==> src/rtl/channel_arbiter_array_if.sv <==
// rtl/channel_arbiter_array_if.sv - per-channel ingress and merged egress handshake bundle
interface channel_arbiter_array_if #(
    parameter int CHANNELS = 4,
    parameter int WIDTH    = 8,
    parameter int DEPTH    = 2
);
    logic [CHANNELS-1:0]                    i_valid;
    logic [CHANNELS-1:0]                    o_ready;
    logic [CHANNELS*WIDTH-1:0]              i_data;
    logic                                   o_valid;
    logic                                   i_ready;
    logic [WIDTH-1:0]                       o_data;
    logic [$clog2(CHANNELS)-1:0]            o_chan;
    logic [CHANNELS*$clog2(DEPTH+1)-1:0]    o_count;

    // Producer/consumer side drives the inputs and observes the merged output.
    modport master (
        output i_valid, i_data, i_ready,
        input  o_ready, o_valid, o_data, o_chan, o_count
    );

    // Arbiter side.
    modport slave (
        input  i_valid, i_data, i_ready,
        output o_ready, o_valid, o_data, o_chan, o_count
    );
endinterface

==> src/rtl/channel_arbiter_array.sv <==
// rtl/channel_arbiter_array.sv - per-channel FIFOs merged onto one registered output by arbitration
module channel_arbiter_array #(
    parameter int CHANNELS = 4,
    parameter int WIDTH    = 8,
    parameter int DEPTH    = 2,
    parameter int ARB_MODE = 0
) (
    input  logic                    i_clk,
    input  logic                    i_rst,
    channel_arbiter_array_if.slave  bus
);
    localparam int CHW = $clog2(CHANNELS);
    localparam int CW  = $clog2(DEPTH + 1);
    localparam int AW  = $clog2(DEPTH);
    localparam logic [CW-1:0]  FULL_CNT  = CW'(DEPTH);
    localparam logic [CHW-1:0] LAST_CHAN = CHW'(CHANNELS - 1);

    logic [WIDTH-1:0]    mem_q   [CHANNELS][DEPTH];
    logic [AW-1:0]       rptr_q  [CHANNELS];
    logic [AW-1:0]       wptr_q  [CHANNELS];
    logic [CW-1:0]       count_q [CHANNELS];
    logic [CW-1:0]       count_d [CHANNELS];

    logic [CHANNELS-1:0] nonempty;
    logic [CHANNELS-1:0] ready;
    logic [CHANNELS-1:0] push;
    logic [CHANNELS-1:0] pop;

    logic [CHW-1:0]      ptr_q, ptr_d;
    logic [CHW-1:0]      cand;
    logic [CHW-1:0]      win_idx;
    logic                win_found;
    logic                load;

    logic                o_valid_q, o_valid_d;
    logic [WIDTH-1:0]    o_data_q,  o_data_d;
    logic [CHW-1:0]      o_chan_q,  o_chan_d;

    // The output register refills when it is empty or being drained this cycle.
    assign load = !o_valid_q || bus.i_ready;

    // Channel status from registered occupancy; ready is held low throughout reset.
    always_comb begin
        for (int c = 0; c < CHANNELS; c++) begin
            nonempty[c] = (count_q[c] != '0);
            ready[c]    = !i_rst && (count_q[c] != FULL_CNT);
        end
    end

    // Pick the winner: rotate from ptr+1 in round-robin, else lowest index first.
    always_comb begin
        win_found = 1'b0;
        win_idx   = '0;
        cand      = '0;
        for (int k = 0; k < CHANNELS; k++) begin
            if (ARB_MODE == 1) begin
                cand = CHW'(k);
            end else begin
                cand = CHW'((int'(ptr_q) + 1 + k) % CHANNELS);
            end
            if (!win_found && nonempty[cand]) begin
                win_found = 1'b1;
                win_idx   = cand;
            end
        end
    end

    // Per-channel push/pop strobes and next occupancy.
    always_comb begin
        for (int c = 0; c < CHANNELS; c++) begin
            push[c]    = bus.i_valid[c] && ready[c];
            pop[c]     = load && win_found && (win_idx == CHW'(c));
            count_d[c] = count_q[c] + CW'(push[c]) - CW'(pop[c]);
        end
    end

    // Next output register contents and arbitration pointer.
    always_comb begin
        o_valid_d = o_valid_q;
        o_data_d  = o_data_q;
        o_chan_d  = o_chan_q;
        ptr_d     = ptr_q;
        if (load) begin
            o_valid_d = win_found;
            if (win_found) begin
                o_data_d = mem_q[win_idx][rptr_q[win_idx]];
                o_chan_d = win_idx;
                if (ARB_MODE == 0) begin
                    ptr_d = win_idx;
                end
            end
        end
    end

    // Control state: occupancy, FIFO pointers, output register, grant pointer.
    always_ff @(posedge i_clk) begin
        if (i_rst) begin
            for (int c = 0; c < CHANNELS; c++) begin
                count_q[c] <= '0;
                rptr_q[c]  <= '0;
                wptr_q[c]  <= '0;
            end
            ptr_q     <= LAST_CHAN;
            o_valid_q <= 1'b0;
            o_data_q  <= '0;
            o_chan_q  <= '0;
        end else begin
            for (int c = 0; c < CHANNELS; c++) begin
                count_q[c] <= count_d[c];
                if (push[c]) begin
                    wptr_q[c] <= wptr_q[c] + 1'b1;
                end
                if (pop[c]) begin
                    rptr_q[c] <= rptr_q[c] + 1'b1;
                end
            end
            ptr_q     <= ptr_d;
            o_valid_q <= o_valid_d;
            o_data_q  <= o_data_d;
            o_chan_q  <= o_chan_d;
        end
    end

    // FIFO storage writes; contents need no reset since occupancy gates every read.
    always_ff @(posedge i_clk) begin
        for (int c = 0; c < CHANNELS; c++) begin
            if (push[c]) begin
                mem_q[c][wptr_q[c]] <= bus.i_data[c*WIDTH +: WIDTH];
            end
        end
    end

    assign bus.o_ready = ready;
    assign bus.o_valid = o_valid_q;
    assign bus.o_data  = o_data_q;
    assign bus.o_chan  = o_chan_q;

    for (genvar g = 0; g < CHANNELS; g++) begin : g_count
        assign bus.o_count[g*CW +: CW] = count_q[g];
    end
endmodule

==> src/flat_wrapper.sv <==
// flat-port wrapper written by rule: the top's interface ports become plain ports
module channel_arbiter_array_flat 
#(
    parameter int CHANNELS = 4,
    parameter int WIDTH    = 8,
    parameter int DEPTH    = 2,
    parameter int ARB_MODE = 0
)
  (i_clk, i_rst, bus_i_valid, bus_i_data, bus_i_ready, bus_o_ready, bus_o_valid, bus_o_data, bus_o_chan, bus_o_count);
  channel_arbiter_array_if #(.CHANNELS(CHANNELS), .WIDTH(WIDTH), .DEPTH(DEPTH)) bus_i ();
  input  logic i_clk;
  input  logic i_rst;
  input wire logic [$bits(bus_i.i_valid)-1:0] bus_i_valid;
  input wire logic [$bits(bus_i.i_data)-1:0] bus_i_data;
  input wire logic [$bits(bus_i.i_ready)-1:0] bus_i_ready;
  output wire logic [$bits(bus_i.o_ready)-1:0] bus_o_ready;
  output wire logic [$bits(bus_i.o_valid)-1:0] bus_o_valid;
  output wire logic [$bits(bus_i.o_data)-1:0] bus_o_data;
  output wire logic [$bits(bus_i.o_chan)-1:0] bus_o_chan;
  output wire logic [$bits(bus_i.o_count)-1:0] bus_o_count;
  assign bus_i.i_valid = bus_i_valid;
  assign bus_i.i_data = bus_i_data;
  assign bus_i.i_ready = bus_i_ready;
  assign bus_o_ready = bus_i.o_ready;
  assign bus_o_valid = bus_i.o_valid;
  assign bus_o_data = bus_i.o_data;
  assign bus_o_chan = bus_i.o_chan;
  assign bus_o_count = bus_i.o_count;
  channel_arbiter_array #(.CHANNELS(CHANNELS), .WIDTH(WIDTH), .DEPTH(DEPTH), .ARB_MODE(ARB_MODE)) u_core (.i_clk(i_clk), .i_rst(i_rst), .bus(bus_i));
endmodule
==> config.mk <==
export PLATFORM = sky130hd
export DESIGN_NAME = channel_arbiter_array_flat
export DESIGN_NICKNAME = d
export VERILOG_FILES = /design/src/rtl/channel_arbiter_array_if.sv /design/src/rtl/channel_arbiter_array.sv /design/src/flat_wrapper.sv
export SDC_FILE = /design/constraint.sdc
export NUM_CORES = 1
export LEC_CHECK = 0
export ABC_AREA = 1
export CAP_MARGIN = 40
export CORE_MARGIN = 8
export CORE_UTILIZATION = 40
export CTS_BUF_LIST = sky130_fd_sc_hd__clkbuf_8
export CTS_CLUSTER_DIAMETER = 100
export DETAILED_ROUTE_END_ITERATION = 7
export PLACE_DENSITY_LB_ADDON = 0.1
export SKIP_CTS_REPAIR_TIMING = 1
export SLEW_MARGIN = 20
export SYNTH_ARGS = -nofsm -noshare
export SYNTH_HDL_FRONTEND = slang
export SYNTH_SLANG_ARGS = --single-unit
==> constraint.sdc <==
create_clock -name i_clk -period 3.9 [get_ports i_clk]
set_input_delay 0.975 -clock i_clk [delete_from_list [all_inputs] [get_ports i_clk]]
set_output_delay 0.975 -clock i_clk [all_outputs]
set_load 0.02 [all_outputs]
==> out/results.tsv <==
stage	metric	value	unit
finish	final-stage net count	566	
route	routed wire length	9.436	mm
sta	clk_skew	9.824	ps
global_routing	global router's overall resource usage	13.55	%
sta	RSZ-0062 raised after global routing	false	
logic_synthesis	Compound-Gate Fraction of Synth Area	4.766	%
worst_hold_path	Hold Path Class	flop to flop	
logic_synthesis	top-count cell post-synth	nand2_1	
route	drt via density	4.898	
worst_setup_path	Critical Path AT	2380	ps
worst_setup_path	Slowest-stage cell, CP	clkdlybuf4s50_1	
worst_setup_path	max incr delay on CP	640	ps
worst_setup_path	CP Max Fanout	6	
logic_synthesis	post-synthesis sequential area ratio	60.35	%
logic_synthesis	largest family of logic cells by synthesized area	simple AND/OR/NAND/NOR gates	
route	DR WL/cell	14.30	um
finish	design area	0.005230	mm2
sta	Slew headroom	49.98	%
placed_design	DP Cell Count	641	
logic_synthesis	Netlist cell types	28	
placed_design	dpl ws	511.4	ps
logic_synthesis	top post-synthesis cells by count	153 x nand2_1, 72 x edfxtp_1, 60 x nand3_1	
finish	share of layout cells above drive strength 1	8.206	%
clocking	CTS tree	done	
clocking	H-tree levels	3	
logic_synthesis	Mapped Area	0.004279	mm2
worst_setup_path	critical-path cell list	clkdlybuf4s50_1 > a21oi_1 > clkdlybuf4s50_1	
worst_hold_path	Worst Hold Depth	2	
worst_setup_path	CP dominant cell by count	clkdlybuf4s50_1	
finish	sequential cell area	0.002582	mm2
route	routed vias	3233	
logic_synthesis	dominant cell type by area after synthesis	edfxtp_1	
floorplan	chip height	119.4	um
finish	Finished Layout Cells	660	
floorplan	Initial Util	41.26	%
placed_design	IO Port Bufs	61	
sta	post-route clock period utilization	86.09	%
worst_setup_path	reg2reg setup slack	790	ps
logic_synthesis	syn_area_per_cell	9.425	um2
power_and_ir_drop	PwrDens	933.9	mW/mm2
sta	Period minus WS final	3357	ps
run	number of max-cap violations	0	
floorplan	Core Box Area	0.01037	mm2
route	Initial DRC Count	205	
finish	multi-input logic area	0.001450	mm2
global_routing	initial antenna violation count	0	
placed_design	post-detail-place hpwl	6.883	mm
sta	Final Max Tran Viols	0	
worst_setup_path	crit path kind	input port to output port	
sta	final setup TNS	0	ps
logic_synthesis	Adder-Cell Fraction of Synth Area	2.339	%
logic_synthesis	ys async rst share	0	%
logic_synthesis	number of synthesized flops with an enable pin	72	
logic_synthesis	post-synthesis register bit count	93	
clocking	Reg clk slew, reported paths	100	ps
worst_hold_path	Hold EP	u_core.bus.o_chan[1]	
clocking	TritonCTS buffer count	9	
finish	final core utilization	50.43	%
power_and_ir_drop	Peak VDD IR	0.4517	mV
logic_synthesis	Yosys warnings	0	
logic_synthesis	multiplexer area fraction after synthesis	0	%
worst_setup_path	R2R Path End	u_core.count_q[0][1]	
global_routing	vias in the first global route	3289	
logic_synthesis	syn nets	501	
logic_synthesis	Cells after Synth	454	
finish	Layout area overhead	22.22	%
logic_synthesis	post-synth top area share	50.53	%
worst_setup_path	FF-to-FF Start	u_core.ptr_q[0]	
sta	Worst Tran Pin Value	747.5	ps
status	status	finished clean	
route	drt pass-1 iters	4	
sta	final hold slack	481.8	ps
power_and_ir_drop	Leak	2.223	nW
clocking	root buffer cell	clkbuf_8	
finish	# fillers	992	
global_routing	first-pass GRT wire length	15.44	mm
worst_setup_path	WP data required	2920	ps
worst_setup_path	startpoint types	input port	
clocking	worst skew pair latency	360	ps
logic_synthesis	Post-Synth Simple-Gate Area	25.96	%
global_routing	pin count of the biggest net entering global routing	36	
worst_setup_path	Reg2Reg Depth	17	
placed_design	placed cell areas	0.005004	mm2
global_routing	gr ovfl total	0	
placed_design	Placer Congestion	0.8228	
clocking	TritonCTS Sinks	93	
floorplan	die area	0.01426	mm2
logic_synthesis	top area cells in the synthesized netlist	edfxtp_1 51%, nand2_1 13%, dfxtp_1 9.8%	
worst_setup_path	Largest delay share family, worst path	buffers and inverters	
route	DR DRC count	0	
finish	diodes inserted	0	
worst_setup_path	Setup crit end kind	output port	
worst_hold_path	min-delay src	u_core.bus.o_chan[1]	
clocking	Clock Path Buffers	2	
sta	final setup vio count	0	
floorplan	DIE WIDTH	119.4	um
floorplan	IO Pins	62	
worst_setup_path	CP bufs+invs	2	
power_and_ir_drop	Pwr Total	4.884	mW
route	Detail Route Antenna Nets	0	
logic_synthesis	Synth Flop Type	edfxtp_1	
sta	Peak Freq	0.2979	GHz
logic_synthesis	XOR/XNOR Fraction of Synth Area	0.8187	%
floorplan	Rows	37	
sta	fin worst setup slack	542.6	ps
sta	Final Hold Fails	0	
-- cell type report --
class | instances | area share, %
clock buffer | 9 | 2.368
clock inverter | 7 | 1.531
inverter | 38 | 2.775
multi-input combinational | 307 | 27.73
sequential | 93 | 49.38
tap | 136 | 3.254
timing repair buffer | 70 | 12.97
-- metal layers --
layer	track usage, %	routed length, um
met1	16.99	4322
met2	21.22	4277
met3	4.110	642
met4	6.011	193
met5	0	0
-- tightest hold or removal path, cell delays in order, from the launching register on --
cell and delay (ps):
dfxtp_1 330, nand2_1 60, a21oi_1 60
-- cell usage in the layout (no fill, tap or decap) --
master	count
nand2_2	5
nand2_1	153
clkdlybuf4s50_1	61
nand3_1	60
inv_1	31
clkbuf_8	9
inv_8	1
o211ai_1	1
nor2_1	29
nor3_1	3
o21ai_2	1
nand4_4	1
inv_4	1
bufinv_16	1
ha_1	8
xor2_1	4
o21ai_0	18
inv_2	5
edfxtp_1	72
buf_4	9
nor3_2	1
clkinv_1	2
nand3_2	2
o22ai_2	1
nand3b_1	1
clkinv_4	1
inv_6	3
nor2_4	2
dfxtp_1	21
a21oi_1	17
-- report_power, final --
part | internal, mW | leakage [nW] | switching, mW
Clock | 0.307 | 0.104 | 0.373
Combinational | 1.00 | 1.27 | 1.86
Sequential | 1.24 | 0.845 | 0.103
-- how the worst max path moves through the flow --
stage	start	to	slack, ps	cells past startpoint
final	i_rst	bus_o_ready[2]	540	3
after global routing	u_core.ptr_q[0]	u_core.count_q[0][1]	350	17
after CTS	i_rst	bus_o_ready[2]	500	3
after detailed placement	i_rst	bus_o_ready[2]	510	3
after global placement	i_rst	bus_o_ready[2]	510	3
after floorplan	u_core.count_q[0][3]	u_core.count_q[0][3]	1300	17
-- flip-flops by register name, summed over array words and instances (netlist names) --
name                flops
u_core.ptr_q            2
u_core.rptr_q           4
u_core.bus.o_chan       2
u_core.bus.o_valid      1
u_core.bus.o_data       8
u_core.count_q          8
u_core.mem_q           64
u_core.wptr_q           4
-- logic make-up (layout without fill, tap and decap cells) --
kind of cell               after synthesis  count (layout)
and+or+nand+nor                        257             257
DFF                                     93              93
xor gates and xnor gates                 4               4
AOI/OAI and AO/OA                       38              38
buffers and inverters                   54             124
adders and majority gates                8               8
Note: power is estimated with default switching activity, not from simulation.
